### src/rtl/jet_pkg.sv
// jet_pkg: movement/fire keycodes, direction type and helpers shared by the keycode arbiter
// and the jet movement controller.
//   KEY_W/A/S/D/FIRE  HID usage codes on the 8-bit movement keycode bus
//   dir_t             registered movement direction
//   fire_state_t      fire rate limiter state
//   dir2code()        direction -> bus keycode
//   dir2mask()        direction -> {W,A,S,D} one-hot
//   pick_dir()        highest-priority (W>A>S>D) key of a {W,A,S,D} mask
package jet_pkg;
   localparam logic [7:0] KEY_NONE = 8'h00;
   localparam logic [7:0] KEY_W    = 8'h1A;
   localparam logic [7:0] KEY_A    = 8'h04;
   localparam logic [7:0] KEY_S    = 8'h16;
   localparam logic [7:0] KEY_D    = 8'h07;
   localparam logic [7:0] KEY_FIRE = 8'h2C;
   typedef enum logic [2:0] {DIR_NONE, DIR_W, DIR_A, DIR_S, DIR_D} dir_t;
   typedef enum logic {FIRE_READY, FIRE_COOL} fire_state_t;
   function automatic logic [7:0] dir2code(input dir_t d);
      return d == DIR_W ? KEY_W :
             d == DIR_A ? KEY_A :
             d == DIR_S ? KEY_S :
             d == DIR_D ? KEY_D : KEY_NONE;
   endfunction
   function automatic logic [3:0] dir2mask(input dir_t d);
      return d == DIR_W ? 4'b1000 :
             d == DIR_A ? 4'b0100 :
             d == DIR_S ? 4'b0010 :
             d == DIR_D ? 4'b0001 : 4'b0000;
   endfunction
   function automatic dir_t pick_dir(input logic [3:0] m);
      return m[3] ? DIR_W :
             m[2] ? DIR_A :
             m[1] ? DIR_S :
             m[0] ? DIR_D : DIR_NONE;
   endfunction
endpackage

### src/rtl/fire_timer.sv
// fire_timer: rate-limited fire request generator for the missile spawner.
//   frame_clk   in   frame clock
//   Reset       in   asynchronous, active-high
//   held        in   fire key present in this frame's report
//   fire_pulse  out  one-frame fire request, at most one per FIRE_COOLDOWN frames
//   fire_ready  out  1 while no cooldown is running
module fire_timer
   import jet_pkg::*;
#(
   parameter int FIRE_COOLDOWN = 15
) (
   input  logic frame_clk,
   input  logic Reset,
   input  logic held,
   output logic fire_pulse,
   output logic fire_ready
);
   localparam logic [7:0] RELOAD = 8'(FIRE_COOLDOWN - 1);
   localparam bit EVERY_FRAME = (FIRE_COOLDOWN == 1);

   if (FIRE_COOLDOWN < 1 || FIRE_COOLDOWN > 255) begin : g_bad_cooldown
      $error("fire_timer: FIRE_COOLDOWN must be in 1..255");
   end

   fire_state_t state, state_n;
   logic [7:0]  cnt, cnt_n;
   logic        pulse_n;

   always_ff @(posedge frame_clk or posedge Reset) begin
      if (Reset) begin
         state      <= FIRE_READY;
         cnt        <= 8'd0;
         fire_pulse <= 1'b0;
      end else begin
         state      <= state_n;
         cnt        <= cnt_n;
         fire_pulse <= pulse_n;
      end
   end

   // cnt==1 is the last cooldown frame: a released key frees the timer there, while a held
   // key runs one more edge (cnt==0) so repeats land exactly FIRE_COOLDOWN frames apart
   // without fire_ready flickering high between them.
   always_comb begin
      state_n = state;
      cnt_n   = cnt;
      pulse_n = 1'b0;
      if (state == FIRE_READY) begin
         pulse_n = held;
         state_n = (held && !EVERY_FRAME) ? FIRE_COOL : FIRE_READY;
         cnt_n   = (held && !EVERY_FRAME) ? RELOAD : 8'd0;
      end else if (cnt == 8'd0) begin
         pulse_n = held;
         state_n = held ? FIRE_COOL : FIRE_READY;
         cnt_n   = held ? RELOAD : 8'd0;
      end else if (cnt == 8'd1 && !held) begin
         state_n = FIRE_READY;
         cnt_n   = 8'd0;
      end else begin
         cnt_n = cnt - 8'd1;
      end
   end

   assign fire_ready = (state == FIRE_READY);
endmodule

### src/rtl/keycode_arbiter.sv
// keycode_arbiter: reduces the 6-slot HID keyboard report to one movement keycode
// (last-pressed-wins among W/A/S/D) and a rate-limited fire pulse.
//   frame_clk     in   one edge per video frame
//   Reset         in   asynchronous, active-high
//   report_keys   in   slot i = report_keys[8i+7:8i], 8'h00 = empty
//   move_keycode  out  registered direction keycode (1A/04/16/07, 00 = none)
//   held_mask     out  registered {W,A,S,D} held bits of the last sample
//   fire_pulse    out  one-frame fire request
//   fire_ready    out  1 when the fire cooldown has expired
module keycode_arbiter
   import jet_pkg::*;
#(
   parameter int          NUM_SLOTS     = 6,
   parameter logic [7:0]  FIRE_KEY      = KEY_FIRE,
   parameter int          FIRE_COOLDOWN = 15
) (
   input  logic                     frame_clk,
   input  logic                     Reset,
   input  logic [8*NUM_SLOTS-1:0]   report_keys,
   output logic [7:0]               move_keycode,
   output logic [3:0]               held_mask,
   output logic                     fire_pulse,
   output logic                     fire_ready
);
   logic [3:0] held_n, new_keys;
   logic       fire_held, dir_held;
   dir_t       dir, dir_n;

   // Duplicate codes just re-set the same bit; unknown codes match nothing.
   always_comb begin
      held_n    = 4'b0000;
      fire_held = 1'b0;
      for (int i = 0; i < NUM_SLOTS; i++) begin
         held_n[3] = held_n[3] | (report_keys[8*i +: 8] == KEY_W);
         held_n[2] = held_n[2] | (report_keys[8*i +: 8] == KEY_A);
         held_n[1] = held_n[1] | (report_keys[8*i +: 8] == KEY_S);
         held_n[0] = held_n[0] | (report_keys[8*i +: 8] == KEY_D);
         fire_held = fire_held | (report_keys[8*i +: 8] == FIRE_KEY);
      end
   end

   assign new_keys = held_n & ~held_mask;
   assign dir_held = |(dir2mask(dir) & held_n);
   // A fresh press wins; otherwise keep the current key while held, then fall back by priority.
   assign dir_n = |new_keys ? pick_dir(new_keys) :
                  dir_held  ? dir : pick_dir(held_n);

   always_ff @(posedge frame_clk or posedge Reset) begin
      if (Reset) begin
         dir          <= DIR_NONE;
         held_mask    <= 4'b0000;
         move_keycode <= KEY_NONE;
      end else begin
         dir          <= dir_n;
         held_mask    <= held_n;
         move_keycode <= dir2code(dir_n);
      end
   end

   fire_timer #(.FIRE_COOLDOWN(FIRE_COOLDOWN)) u_fire_timer (
      .frame_clk  (frame_clk),
      .Reset      (Reset),
      .held       (fire_held),
      .fire_pulse (fire_pulse),
      .fire_ready (fire_ready)
   );
endmodule
### config.mk
export PLATFORM = sky130hd
export DESIGN_NAME = keycode_arbiter
export DESIGN_NICKNAME = d
export VERILOG_FILES = /design/src/rtl/jet_pkg.sv /design/src/rtl/fire_timer.sv /design/src/rtl/keycode_arbiter.sv
export SDC_FILE = /design/constraint.sdc
export NUM_CORES = 1
export LEC_CHECK = 0
export CAP_MARGIN = 5
export CORE_UTILIZATION = 48
export CTS_BUF_LIST = sky130_fd_sc_hd__clkbuf_8
export DETAILED_ROUTE_END_ITERATION = 8
export GPL_TIMING_DRIVEN = 0
export PLACE_DENSITY_LB_ADDON = 0.05
export SYNTH_ARGS = -nofsm -noshare
export SYNTH_HDL_FRONTEND = slang
export SYNTH_SLANG_ARGS = --single-unit
### constraint.sdc
create_clock -name frame_clk -period 4.2 [get_ports frame_clk]
set_input_delay 0.63 -clock frame_clk [delete_from_list [all_inputs] [get_ports frame_clk]]
set_output_delay 0.63 -clock frame_clk [all_outputs]
set_load 0.1 [all_outputs]
======== Yosys cells after proc, flatten, opt, wreduce, memory -nomap -nowiden ========
Cells that the tools add are included.
storage, ports and cells
  register bits after elaboration ......... 25
  output and inout port bits .............. 14
  word-level logic and storage cells ...... 108
  input port bits ......................... 50
cells by class
  add/sub/neg operators ................... 1
  equal/unequal tests ..................... 39
  bitwise gates (word level) .............. 29
  multiplexer cells ....................... 28
  reductions and logical operators ........ 5
operators with widths
  cell                                                  count
  equality test 8 x 3 -> 1 bit (second input constant)  12
  equality test 8 x 5 -> 1 bit (second input constant)  12
  equality test 8 x 6 -> 1 bit (second input constant)  6
  two-way mux 3 bit                                     12
  two-way mux 8 bit                                     4
  bitwise OR 1 bit                                      25
  equality test 3 x 2 -> 1 bit (second input constant)  4
  two-way mux 5 bit                                     2
  bitwise AND 4 bit                                     2
  equality test 8 x 1 -> 1 bit (second input constant)  1
  zero test 8 bit                                       1
  two-way mux 4 bit                                     2
  OR reduction 4 bit                                    2
  subtractor 8 x 1 -> 8 bit (second input constant)     1
  two-way mux 1 bit                                     7
  equality test 3 x 1 -> 1 bit (second input constant)  2
  equality test 3 bit (second input constant)           2
  inverter 4 bit                                        1
  two-way mux 2 bit                                     1
  logical AND 1 bit                                     1
  zero test 1 bit                                       1
  inverter 1 bit                                        1

======== Logic depth before layout (Yosys ltp) ========
Gate-level depths: netlist of the first run.
  word-level depth ........................ 17
  mapped depth ............................ 9

======== Cells and area by module ========
From an unflattened synthesis of the first run, not the netlist that was laid out.
unflattened totals
  cells, all modules ...................... 182
  area total of the unflattened synthesis .. 1597.8 µm²
modules (own cells, without submodules)
  module           seq. area each (µm²)  times used  area each (µm²)  cells each
  keycode_arbiter  300.3                 1           1071.0           130
  fire_timer       250.2                 1           526.8            52

======== Least setup slack after synthesis of the first run ========
No wires, ideal clock.
  path type ............................... input to register
  start ................................... in report_keys[17]
  end ..................................... reg move_keycode[3]
  arrival time ............................ 2.053 ns
  required time ........................... 4.080 ns
  path buffers ............................ 1
  path slack .............................. 2.028 ns
  stages on the path ...................... 9
  cell sequence ........................... nor4_1 nand2_1 and3_1 and4_4 buf_6 clkinv_4 o22ai_1 a211o_1 a31o_1
between the ends
  elaborated cells between the ends (all ways) .. 38
  those cells by class .................... eq/ne: 6; mux: 12; bitwise: 18; reduce/logical: 2
RTL lines
  what                                              RTL line                              text
  start, declared                                   keycode_arbiter.sv:19                 input logic [8*NUM_SLOTS-1:0] report_keys,
  equality test 8 x 3 -> 1 bit (*)                  keycode_arbiter.sv:35                 held_n[2] = held_n[2] | (report_keys[8*i +: 8] == KEY_A);
  bitwise OR 1 bit (*) (4 in a row)                 keycode_arbiter.sv:35
  via held_n[2]                                     keycode_arbiter.sv:25                 logic [3:0] held_n, new_keys;
  bitwise AND 4 bit, or another cell as far along   keycode_arbiter.sv:43                 assign dir_held = |(dir2mask(dir) & held_n);
  OR reduction 4 bit, or another cell as far along  keycode_arbiter.sv:43
  two-way mux 3 bit, on equally long branches       keycode_arbiter.sv:46, jet_pkg.sv:31
  two-way mux 3 bit (*)                             keycode_arbiter.sv:45                 assign dir_n = |new_keys ? pick_dir(new_keys) :
  equality test 3 x 2 -> 1 bit                      jet_pkg.sv:20                         d == DIR_A ? KEY_A :
  two-way mux 5 bit                                 jet_pkg.sv:20
  two-way mux 8 bit (*)                             jet_pkg.sv:19                         return d == DIR_W ? KEY_W :
  end signal, assigned                              keycode_arbiter.sv:56                 move_keycode <= dir2code(dir_n);
  end, declared                                     keycode_arbiter.sv:20                 output logic [7:0] move_keycode,
Mark *: on every way through the listed nets, which the timed path passes. The rest lies on a longest branch.

======== Worst setup path in the final report of the first run ========
Same ends and word-level chain as after synthesis.

==> summary.txt, run 1 <==
GRT
  • Grt met2 use: between 40% and 50%
  • Vias in the first global route: 1595
  • Met1 GRT Util: 26.20%
  • GRT Max-Usage Layer: met2
  • Pin count of the biggest net entering global routing: 23
  • Total congestion overflow: 0
  • First-pass GRT wire length: ~6.6 mm
  • GRT Total Usage: 24.23%
  • Antenna violations before repair: 0
  • Met3 GRT Util: 2.597%

Worst setup path
  • Endpoint class of the critical path: flop
  • CP Max Fanout: 6
  • CP Cell Sequence: clkdlybuf4s50_1 -> nor4_1 -> nand2_1 -> and3_1 -> and4_4 -> buf_6 -> clkinv_4 -> o22ai_1 -> a211o_1 -> a31o_1
  • Largest stage delay, worst path: 460 ps
  • Critical path's top delay family: simple AND/OR/NAND/NOR gates
  • CP Launch Type: input pin
  • Arrival time at the worst endpoint: 2730 ps
  • Slowest CP cell: clkdlybuf4s50_1
  • WP data required: 4340 ps
  • Buf+Inv Stages, Crit Path: 3
  • Worst Setup Path Type: in -> reg

Die
  • Core Footprint: 3103 um^2
  • Cell Rows: 20
  • IO Count: between 60 and 70
  • Die height: about 60 um
  • Effective utilization at floorplan: 51.81%
  • Die ar.: 3585 um^2
  • Die W: 59.88 um

Final layout
  • Commonest cells after routing, fill and taps aside: clkdlybuf4s50_1 (60), dfrtp_1 (22), nor2_1 (17)
  • Layout Nets: 290
  • Fraction of layout cells with a size suffix above 1: a little under an eighth
  • FILL cells: 235
  • Design area: around 2300 um^2
  • Layout area overhead: 43.81%
  • Layout Utilization: 74.52%
  • Non-filler cells, final: between 200 and 300
  • Antenna diode count: 0
  • Commonest non-fill, non-tap cell in the layout: clkdlybuf4s50_1

Pwr
  • VDD IR-drop max: 0.1032 mV
  • Pwr dens: 211.0 nW/um^2
  • Tot Pwr: 0.4879 mW
  • Leakage: 0.9330 nW

Synthesis
  • Yosys reg bits: 22
  • Sequential cell area fraction in the yosys report: ~34%
  • Synth Area per Inst: 9.402 um^2
  • Yosys cell types: 52
  • Cell Area, Synth: 1608 um^2
  • Syn Inst Count: around 170
  • Synth warn: 0

Clocking
  • H-Tree Level Count: 1
  • # Post-CTS Setup Buffers: 0
  • CTS tree: yes
  • Cts hold-fix bufs: 0
  • Clock sinks: 22
  • CTS root buf: clkbuf_8
  • CTS-repair resized insts: 0
  • Worst-path clk slew: 70 ps
  • CTS buffer count: 3
  • Clock Latency Late Sink: 250 ps
  • Longest Clk Path Bufs: 2

Routing
  • First-pass DRT Iterations: 4
  • Via Count: between 1500 and 2000
  • DR vias/cell: 5.704
  • Final wirelength: 4.027 mm
  • Post-DRT Antenna Nets: 0
  • Wirelength per Cell: 14.38 um
  • DR iter-0 viols: 55
  • DR DRC count: 0

Hold path
  • Hold/Removal Path Class: reg -> reg

STA
  • Setup ws final: ~1600 ps
  • Minimum clock period after layout: 2583 ps
  • Unrepaired setup endpoints after global routing: false
  • Setup tns final: 0 ps
  • Tightest Pin Transition: 994.6 ps
  • Skew final: about 3.3 ps
  • Worst hold margin: ~550 ps
  • Final Cycle Share: 61.49%
  • Final hold viol count: 0
  • Final setup fails: 0
  • Achievable Freq: 0.3872 GHz
  • Slew margin rel.: roughly a third
  • Max Slew Vio Count: 0

Outcome
  • Run status: completed

Run
  • Maxcap violations: 0

Placed design
  • Placed Area: between 2000 and 2500 um^2
  • DP HPWL: 3.400 mm
  • Placed Instances: 277
  • Final Wtd Congestion: 0.8671
  • PortBufs: 60
  • Dpl ws: 1355 ps
-- cell usage after synthesis (all sizes together) --
cell type	number	area (um^2)
a31oi	1	6.260
mux2i	1	10.01
inv	11	41.29
nor3	4	42.54
o21bai	1	7.510
nand3	3	15.01
a21o	1	7.510
nor4b	8	95.09
or4	1	7.510
and4	2	21.27
a21oi	2	10.01
a221oi	1	15.01
o21ai	6	30.02
a31o	2	17.52
o41ai	1	16.27
or2	1	6.260
nor3b	1	7.510
nor4	7	56.30
a211o	1	8.760
nand4	12	81.33
buf	4	33.78
nand4b	11	96.34
xnor2	5	43.79
nor2	19	81.33
nor4bb	4	40.04
nand2	15	56.30
dfrtp	22	550.5
o31ai	1	7.510
conb	1	3.750
and4bb	1	12.51
nand2b	1	6.260
o31a	1	8.760
ha	2	25.02
o22ai	2	12.51
o221a	1	11.26
o22a	1	17.52
and3	1	6.260
clkinv	1	8.760
nor2b	7	43.79
xor2	1	8.760
o32a	2	22.52
a21boi	1	7.510
-- kinds of logic after synthesis --
kind of cell             Yosys count  synth area share, %
AND/OR/NAND/NOR                   98                42.02
AO/OA/AOI/OAI                     25                12.84
flip-flops                        22                34.24
buffers and inverters             16                5.214
XOR/XNOR                           6                3.268
adder cells (fa/ha/maj)            2                1.556
other                              1               0.2332
multiplexers                       1               0.6226
-- worst paths after layout --
kind	start	to	slack, ps	cells past startpoint
max reg2reg	u_fire_timer.cnt[4]	u_fire_timer.cnt[2]	2320	6
min reg2reg	u_fire_timer.cnt[5]	u_fire_timer.cnt[5]	550	2
min in group asynchronous	Reset	u_fire_timer.state	820	2
max in group asynchronous	Reset	move_keycode[1]	2890	2
max	report_keys[17]	move_keycode[3]	1620	10
min	u_fire_timer.cnt[5]	u_fire_timer.cnt[5]	550	2
-- where the power goes --
group | switching [mW] | internal [mW] | total (mW)
sequential | 0.00288 | 0.217 | 0.220
clock | 0.0579 | 0.0638 | 0.122
combinational | 0.0801 | 0.0661 | 0.146
total | 0.141 | 0.347 | 0.488
-- metal layers --
layer / vias to the layer above / routed length, um
met5: - / 0
met4: 0 / 88
met3: 9 / 161
met2: 55 / 2175
met1: 755 / 1602
li1: 778 / -
-- state kept, by name, indices dropped and copies added, names as in the netlist --
register,flops
u_fire_timer.cnt,8
move_keycode,5
held_mask,4
dir,3
u_fire_timer.fire_pulse,1
u_fire_timer.state,1
-- worst register-to-register path, delay by kind of cell, from the launching register on --
family	cells	cell delay [ps]
AND/OR/NAND/NOR	4	1040
flip-flops	1	410
AO/OA/AOI/OAI	2	300
-- cell type report --
cell class                      count  area (um^2)  share of cell area (%)
Buffer                              4        33.78                   1.461
Clock buffer                        3        41.29                   1.786
Inverter                           12        50.05                   2.164
Multi-Input combinational cell    135        980.9                   42.42
Sequential cell                    22        550.5                   23.81
Tap cell                           44        55.05                   2.381
Timing Repair Buffer               60        600.6                   25.97
No activity file was read; power rests on OpenSTA's default activity.
==> run 2: changes to the inputs <==
--- a/config.mk
+++ b/config.mk
@@ -6,7 +6,7 @@
 export NUM_CORES = 1
 export LEC_CHECK = 0
 export CAP_MARGIN = 5
-export CORE_UTILIZATION = 48
+export CORE_UTILIZATION = 45
 export CTS_BUF_LIST = sky130_fd_sc_hd__clkbuf_8
 export DETAILED_ROUTE_END_ITERATION = 8
 export GPL_TIMING_DRIVEN = 0
==> constraint.sdc (replaced) <==
create_clock -name frame_clk -period 2.6 [get_ports frame_clk]
set_input_delay 0.39 -clock frame_clk [delete_from_list [all_inputs] [get_ports frame_clk]]
set_output_delay 0.39 -clock frame_clk [all_outputs]
set_load 0.1 [all_outputs]
==> summary.txt, run 2 (synthesis results as in run 1) <==
Outcome
  • Run status: completed (unchanged)

Final layout
  • Non-filler cells, final: 282 (was 280)
  • Fraction of layout cells with a size suffix above 1: 11.86% (unchanged)
  • Layout Nets: 290 (unchanged)
  • Design area: 2315 um^2 (was 2312 um^2)
  • Antenna diode count: 0 (unchanged)
  • Largest register FFs: 8 (unchanged)
  • Commonest non-fill, non-tap cell in the layout: clkdlybuf4s50_1 (unchanged)
  • FILL cells: 262 (was 235)
  • Commonest cells after routing, fill and taps aside: clkdlybuf4s50_1 (60), dfrtp_1 (22), nor2_1 (17) (unchanged)
  • Biggest register: u_fire_timer.cnt (unchanged)
  • Layout area overhead: 43.97% (was 43.81%)
  • Largest registers: u_fire_timer.cnt: 8 flops, move_keycode: 5 flops, held_mask: 4 flops (unchanged)

Placed design
  • PortBufs: 60 (unchanged)
  • Placed Instances: 279 (was 277)
  • Final Wtd Congestion: 0.8616 (was 0.8671)
  • Placed Area: 2273 um^2 (was 2271 um^2)
  • DP HPWL: 3.281 mm (was 3.400 mm)

Worst setup path
  • Arrival time at the worst endpoint: 2480 ps (was 2730 ps)
  • Reg-to-reg slack, setup: 640 ps (was 2320 ps)
  • FF-to-FF path depth: 6 (unchanged)
  • CP Cell Sequence: clkdlybuf4s50_1 -> nor4b_2 -> nand2_1 -> and3_1 -> and4_4 -> buf_6 -> clkinv_4 -> o22ai_1 -> a211o_1 -> a31o_1 (was clkdlybuf4s50_1 -> nor4_1 -> nand2_1 -> and3_1 -> and4_4 -> buf_6 -> clkinv_4 -> o22ai_1 -> a211o_1 -> a31o_1)
  • WP data required: 2740 ps (was 4340 ps)
  • Largest stage delay, worst path: 480 ps (was 460 ps)
  • Reg2Reg Launch Point: u_fire_timer.cnt[4] (unchanged)
  • Buf+Inv Stages, Crit Path: 3 (unchanged)
  • Critical path's top delay family: simple AND/OR/NAND/NOR gates (unchanged)
  • Slowest CP cell: clkdlybuf4s50_1 (unchanged)
  • Worst Setup Path Type: in -> reg (unchanged)
  • RR Endpoint: u_fire_timer.cnt[2] (unchanged)
  • Endpoint class of the critical path: flop (unchanged)
  • CP Launch Type: input pin (unchanged)
  • CP Max Fanout: 6 (unchanged)

Routing
  • Wirelength per Cell: 13.66 um (was 14.38 um)
  • Final wirelength: 3.852 mm (was 4.027 mm)
  • First-pass DRT Iterations: 5 (was 4)
  • Via Count: 1597 (unchanged)
  • Post-DRT Antenna Nets: 0 (unchanged)
  • DR iter-0 viols: 58 (was 55)
  • DR vias/cell: 5.663 (was 5.704)
  • DR DRC count: 0 (unchanged)

STA
  • Achievable Freq: approximately 0.43 GHz
  • Final hold viol count: 0 (unchanged)
  • Setup tns final: 0 ps (unchanged)
  • Max Slew Vio Count: 0 (unchanged)
  • Unrepaired setup endpoints after global routing: false (unchanged)
  • Slew margin rel.: 34.16% (was 33.49%)
  • Tightest Pin Transition: 984.5 ps (was 994.6 ps)
  • Skew final: 2.682 ps (was 3.329 ps)
  • Worst hold margin: 553.9 ps (was 552.9 ps)
  • Final setup fails: 0 (unchanged)
  • Final Cycle Share: 89.96%
  • Minimum clock period after layout: 2339 ps

Clocking
  • CTS root buf: clkbuf_8 (unchanged)
  • Worst-path clk slew: 70 ps (about the same)
  • Cts hold-fix bufs: 0 (unchanged)
  • CTS tree: yes (unchanged)
  • Clock Latency Late Sink: 260 ps (was 250 ps)
  • H-Tree Level Count: 1 (unchanged)
  • Longest Clk Path Bufs: 2 (unchanged)
  • Clock sinks: 22 (unchanged)
  • # Post-CTS Setup Buffers: 0 (unchanged)
  • CTS buffer count: 3 (unchanged)
  • CTS-repair resized insts: 0 (unchanged)

Die
  • Cell Rows: 21 (was 20)
  • Effective utilization at floorplan: 47.43% (was 51.81%)
  • Die height: 61.78 um (was 59.88 um)
  • IO Count: 64 (unchanged)
  • Die ar.: 3816 um^2 (was 3585 um^2)
  • Die W: 61.78 um (was 59.88 um)
  • Core Footprint: 3390 um^2 (was 3103 um^2)

Hold path
  • Hold endpoint: u_fire_timer.cnt[5] (unchanged)
  • Hold_sp: u_fire_timer.cnt[5] (unchanged)
  • Hold/Removal Path Class: reg -> reg (unchanged)
  • Hold Path Depth: 2 (unchanged)

Pwr
  • Leakage: 0.9330 nW (unchanged)
  • Pwr dens: 340.7 nW/um^2 (was 211.0 nW/um^2)
  • Tot Pwr: 0.7886 mW (was 0.4879 mW)
  • VDD IR-drop max: 0.1916 mV (was 0.1032 mV)

GRT
  • Vias in the first global route: 1487 (was 1595)
  • First-pass GRT wire length: 6.216 mm (was 6.575 mm)
  • Antenna violations before repair: 0 (unchanged)
  • GRT Total Usage: 21.98% (was 24.23%)
  • Total congestion overflow: 0 (unchanged)
  • Pin count of the biggest net entering global routing: 23 (unchanged)

Run
  • Maxcap violations: 0 (unchanged)
-- run 2: cell counts in the layout (fill, tap and decap cells not counted) --
No cell type changed its count.
-- run 2: how the worst max path moves through the flow --
stage	from	endpoint	slack [ps]	cells after the start
after floorplan	report_keys[17]	move_keycode[3]	670	9
final	report_keys[35]	move_keycode[3]	260	10
after global routing	report_keys[17]	move_keycode[3]	140	10
after detailed placement	report_keys[17]	move_keycode[3]	10	10
after CTS	report_keys[17]	move_keycode[3]	270	10
after global placement	report_keys[17]	move_keycode[3]	50	10
-- run 2: layer usage --
metal / share of wire, % / vias up / track usage [%]
li1: - / 777 / -
met2: 52 / 70 / 41.17
met1: 41 / 741 / 25.42
met4: 2.5 / 0 / 8.889
met3: 4.6 / 9 / 2.277
met5: 0 / - / 0
-- run 2: cell type report --
cell class              count  area [um^2]  share of cell area (%)
repair buffers             60        600.6                   25.95
multi-input cells         135        980.9                   42.38
inverters                  12        50.05                   2.162
plain buffers               4        33.78                   1.459
well taps                  46        57.56                   2.486
clock buffers               3        41.29                   1.784
flip-flops and latches     22        550.5                   23.78
-- run 2: power breakdown --
part           internal (mW)  switching (mW)  total, mW  leakage (nW)
logic                  0.107           0.128      0.235         0.637
registers              0.351         0.00396      0.355         0.275
clock network          0.103          0.0956      0.199        0.0216
-- run 2: worst register-to-register path: stages (launching register included) --
cell and delay [ps]:
dfrtp_1 410, or4_1 600, nor3_1 260, nand2_1 100
nand2_1 130, a31o_2 210, o21ai_0 120
-- run 2: through the flow --
step | util (%) | worst slack (ps)
floorplan | - | 667.6
global placement | 67.07 | 49.64
detailed placement | 67.07 | 11.74
CTS | 68.29 | 270.9
global route | 68.29 | 143.0
finish | 68.29 | 261.1
==> run 3: changes to the inputs <==
--- a/config.mk
+++ b/config.mk
@@ -6,7 +6,9 @@
 export NUM_CORES = 1
 export LEC_CHECK = 0
 export CAP_MARGIN = 5
-export CORE_UTILIZATION = 45
+export CELL_PAD_IN_SITES_DETAIL_PLACEMENT = 0
+export CELL_PAD_IN_SITES_GLOBAL_PLACEMENT = 1
+export CORE_UTILIZATION = 33
 export CTS_BUF_LIST = sky130_fd_sc_hd__clkbuf_8
 export DETAILED_ROUTE_END_ITERATION = 8
 export GPL_TIMING_DRIVEN = 0
==> summary.txt, run 3 (synthesis results as in run 1) <==
Outcome
  • Run status: completed (unchanged)

Worst setup path
  • Endpoint class of the critical path: flop (unchanged)
  • WP data required: 2750 ps (was 2740 ps)
  • Reg-to-reg slack, setup: 700 ps (was 640 ps)
  • Reg2Reg Launch Point: u_fire_timer.cnt[4] (unchanged)
  • Arrival time at the worst endpoint: 2470 ps (was 2480 ps)
  • CP Launch Type: input pin (unchanged)
  • RR Endpoint: u_fire_timer.cnt[3] (was u_fire_timer.cnt[2])
  • Worst Setup Path Type: in -> reg (unchanged)
  • Worst setup startpoint: report_keys[35] (unchanged)
  • FF-to-FF path depth: 6 (unchanged)
  • CP Max Fanout: 6 (unchanged)

Clocking
  • # Post-CTS Setup Buffers: 0 (unchanged)
  • CTS tree: yes (unchanged)
  • Cts hold-fix bufs: 0 (unchanged)
  • Clock sinks: 22 (unchanged)
  • H-Tree Level Count: 1 (unchanged)
  • Longest Clk Path Bufs: 2 (unchanged)
  • Clock Latency Late Sink: 260 ps (about the same)
  • CTS root buf: clkbuf_8 (unchanged)
  • CTS buffer count: 3 (unchanged)
  • Worst-path clk slew: 70 ps (about the same)
  • CTS-repair resized insts: 0 (unchanged)

Die
  • IO Count: 64 (unchanged)
  • Cell Rows: 25 (was 21)
  • Die height: 71.80 um (was 61.78 um)
  • Die ar.: 5155 um^2 (was 3816 um^2)
  • Core Footprint: 4692 um^2 (was 3390 um^2)
  • Effective utilization at floorplan: 34.27% (was 47.43%)
  • Die W: 71.80 um (was 61.78 um)

Hold path
  • Hold/Removal Path Class: reg -> reg (unchanged)
  • Hold Path Depth: 2 (unchanged)
  • Hold endpoint: u_fire_timer.cnt[5] (unchanged)
  • Hold_sp: u_fire_timer.cnt[5] (unchanged)

STA
  • Final Cycle Share: 89.33% (was 89.96%)
  • Achievable Freq: 0.4306 GHz (was 0.4275 GHz)
  • Tightest Pin Transition: 969.4 ps (was 984.5 ps)
  • Max Slew Vio Count: 0 (unchanged)
  • Final hold viol count: 0 (unchanged)
  • Unrepaired setup endpoints after global routing: false (unchanged)
  • Minimum clock period after layout: 2322 ps (was 2339 ps)
  • Setup tns final: 0 ps (unchanged)
  • Slew margin rel.: 35.17% (was 34.16%)
  • Skew final: 1.230 ps (was 2.682 ps)
  • Final setup fails: 0 (unchanged)

Final layout
  • Layout Nets: 290 (unchanged)
  • Non-filler cells, final: 291 (was 282)
  • Layout area overhead: 45.45% (was 43.97%)
  • Commonest cells after routing, fill and taps aside: clkdlybuf4s50_1 (60), dfrtp_1 (22), nor2_1 (17) (unchanged)
  • Fraction of layout cells with a size suffix above 1: 12.24% (was 11.86%)
  • Antenna diode count: 0 (unchanged)
  • Layout Utilization: 49.84% (was 68.29%)
  • Largest register FFs: 8 (unchanged)
  • Commonest non-fill, non-tap cell in the layout: clkdlybuf4s50_1 (unchanged)
  • Biggest register: u_fire_timer.cnt (unchanged)
  • Largest registers: u_fire_timer.cnt: 8 flops, move_keycode: 5 flops, held_mask: 4 flops (unchanged)

GRT
  • Met3 GRT Util: 1.688% (was 2.277%)
  • Total congestion overflow: 0 (unchanged)
  • GRT Max-Usage Layer: met2 (unchanged)
  • Met1 GRT Util: 20.82% (was 25.42%)
  • Grt met2 use: 29.35% (was 41.17%)
  • Vias in the first global route: 1591 (was 1487)
  • Antenna violations before repair: 0 (unchanged)
  • GRT Total Usage: 16.58% (was 21.98%)
  • First-pass GRT wire length: 6.865 mm (was 6.216 mm)
  • Pin count of the biggest net entering global routing: 23 (unchanged)

Routing
  • DR vias/cell: 5.333 (was 5.663)
  • DR DRC count: 0 (unchanged)
  • DR iter-0 viols: 115 (was 58)
  • Final wirelength: 4.046 mm (was 3.852 mm)
  • First-pass DRT Iterations: 4 (was 5)
  • Via Count: 1552 (was 1597)
  • Wirelength per Cell: 13.90 um (was 13.66 um)
  • Post-DRT Antenna Nets: 0 (unchanged)

Placed design
  • DP HPWL: 3.444 mm (was 3.281 mm)
  • Placed Instances: 287 (was 279)
  • Final Wtd Congestion: 0.8503 (was 0.8616)
  • PortBufs: 60 (unchanged)

Run
  • Maxcap violations: 0 (unchanged)

Pwr
  • Leakage: 0.9402 nW (was 0.9330 nW)
  • Tot Pwr: 0.8273 mW (was 0.7886 mW)
  • Pwr dens: 353.8 nW/um^2 (was 340.7 nW/um^2)
  • VDD IR-drop max: 0.1391 mV (was 0.1916 mV)
-- run 3: worst max-delay path, cell delays in order --
cell             delay, ps
clkdlybuf4s50_1        490
nor4b_2                340
nand2_1                 70
and3_1                 180
and4_4                 190
buf_6                  130
clkinv_4                50
o22ai_1                 80
a211o_1                310
a31o_1                 230
-- run 3: per-layer routing --
| layer | part of all wire, % | vias up |
|---|---|---|
| li1 | - | 778 |
| met1 | 44 | 701 |
| met2 | 49 | 62 |
| met3 | 4.3 | 11 |
| met4 | 2.3 | 0 |
| met5 | 0 | - |
-- run 3: power by group --
group	switching, mW	leakage, nW	internal, mW
clock	0.103	0.0288	0.135
sequential	0.00420	0.275	0.350
combinational	0.129	0.637	0.107
total	0.236	0.940	0.592
-- run 3: worst max path at each step --
stage | endpoint | depth (start not counted)
5_1_grt | move_keycode[3] | 8
3_3_place_gp | move_keycode[3] | 10
6_report | move_keycode[3] | 10
4_1_cts | move_keycode[3] | 10
2_1_floorplan | move_keycode[3] | 9
3_5_place_dp | move_keycode[3] | 10
-- run 3: metrics by stage --
stage | hold slack [ps] | cell area [um^2] | setup slack (ps)
global placement | 527.0 | 2283 | 23.53
global route | 593.8 | 2338 | 170.8
CTS | 559.6 | 2338 | 286.9
floorplan | 379.2 | 1615 | 667.6
finish | 555.9 | 2338 | 277.5
detailed placement | 543.7 | 2283 | 10.03
-- run 3: cell type report --
| class | count | area, um^2 |
|---|---|---|
| buffer | 4 | 33.78 |
| timing repair buffer | 60 | 600.6 |
| clock buffer | 4 | 55.05 |
| multi-input combinational | 135 | 980.9 |
| fill | 418 | 2354 |
| sequential | 22 | 550.5 |
| tap | 54 | 67.56 |
| inverter | 12 | 50.05 |
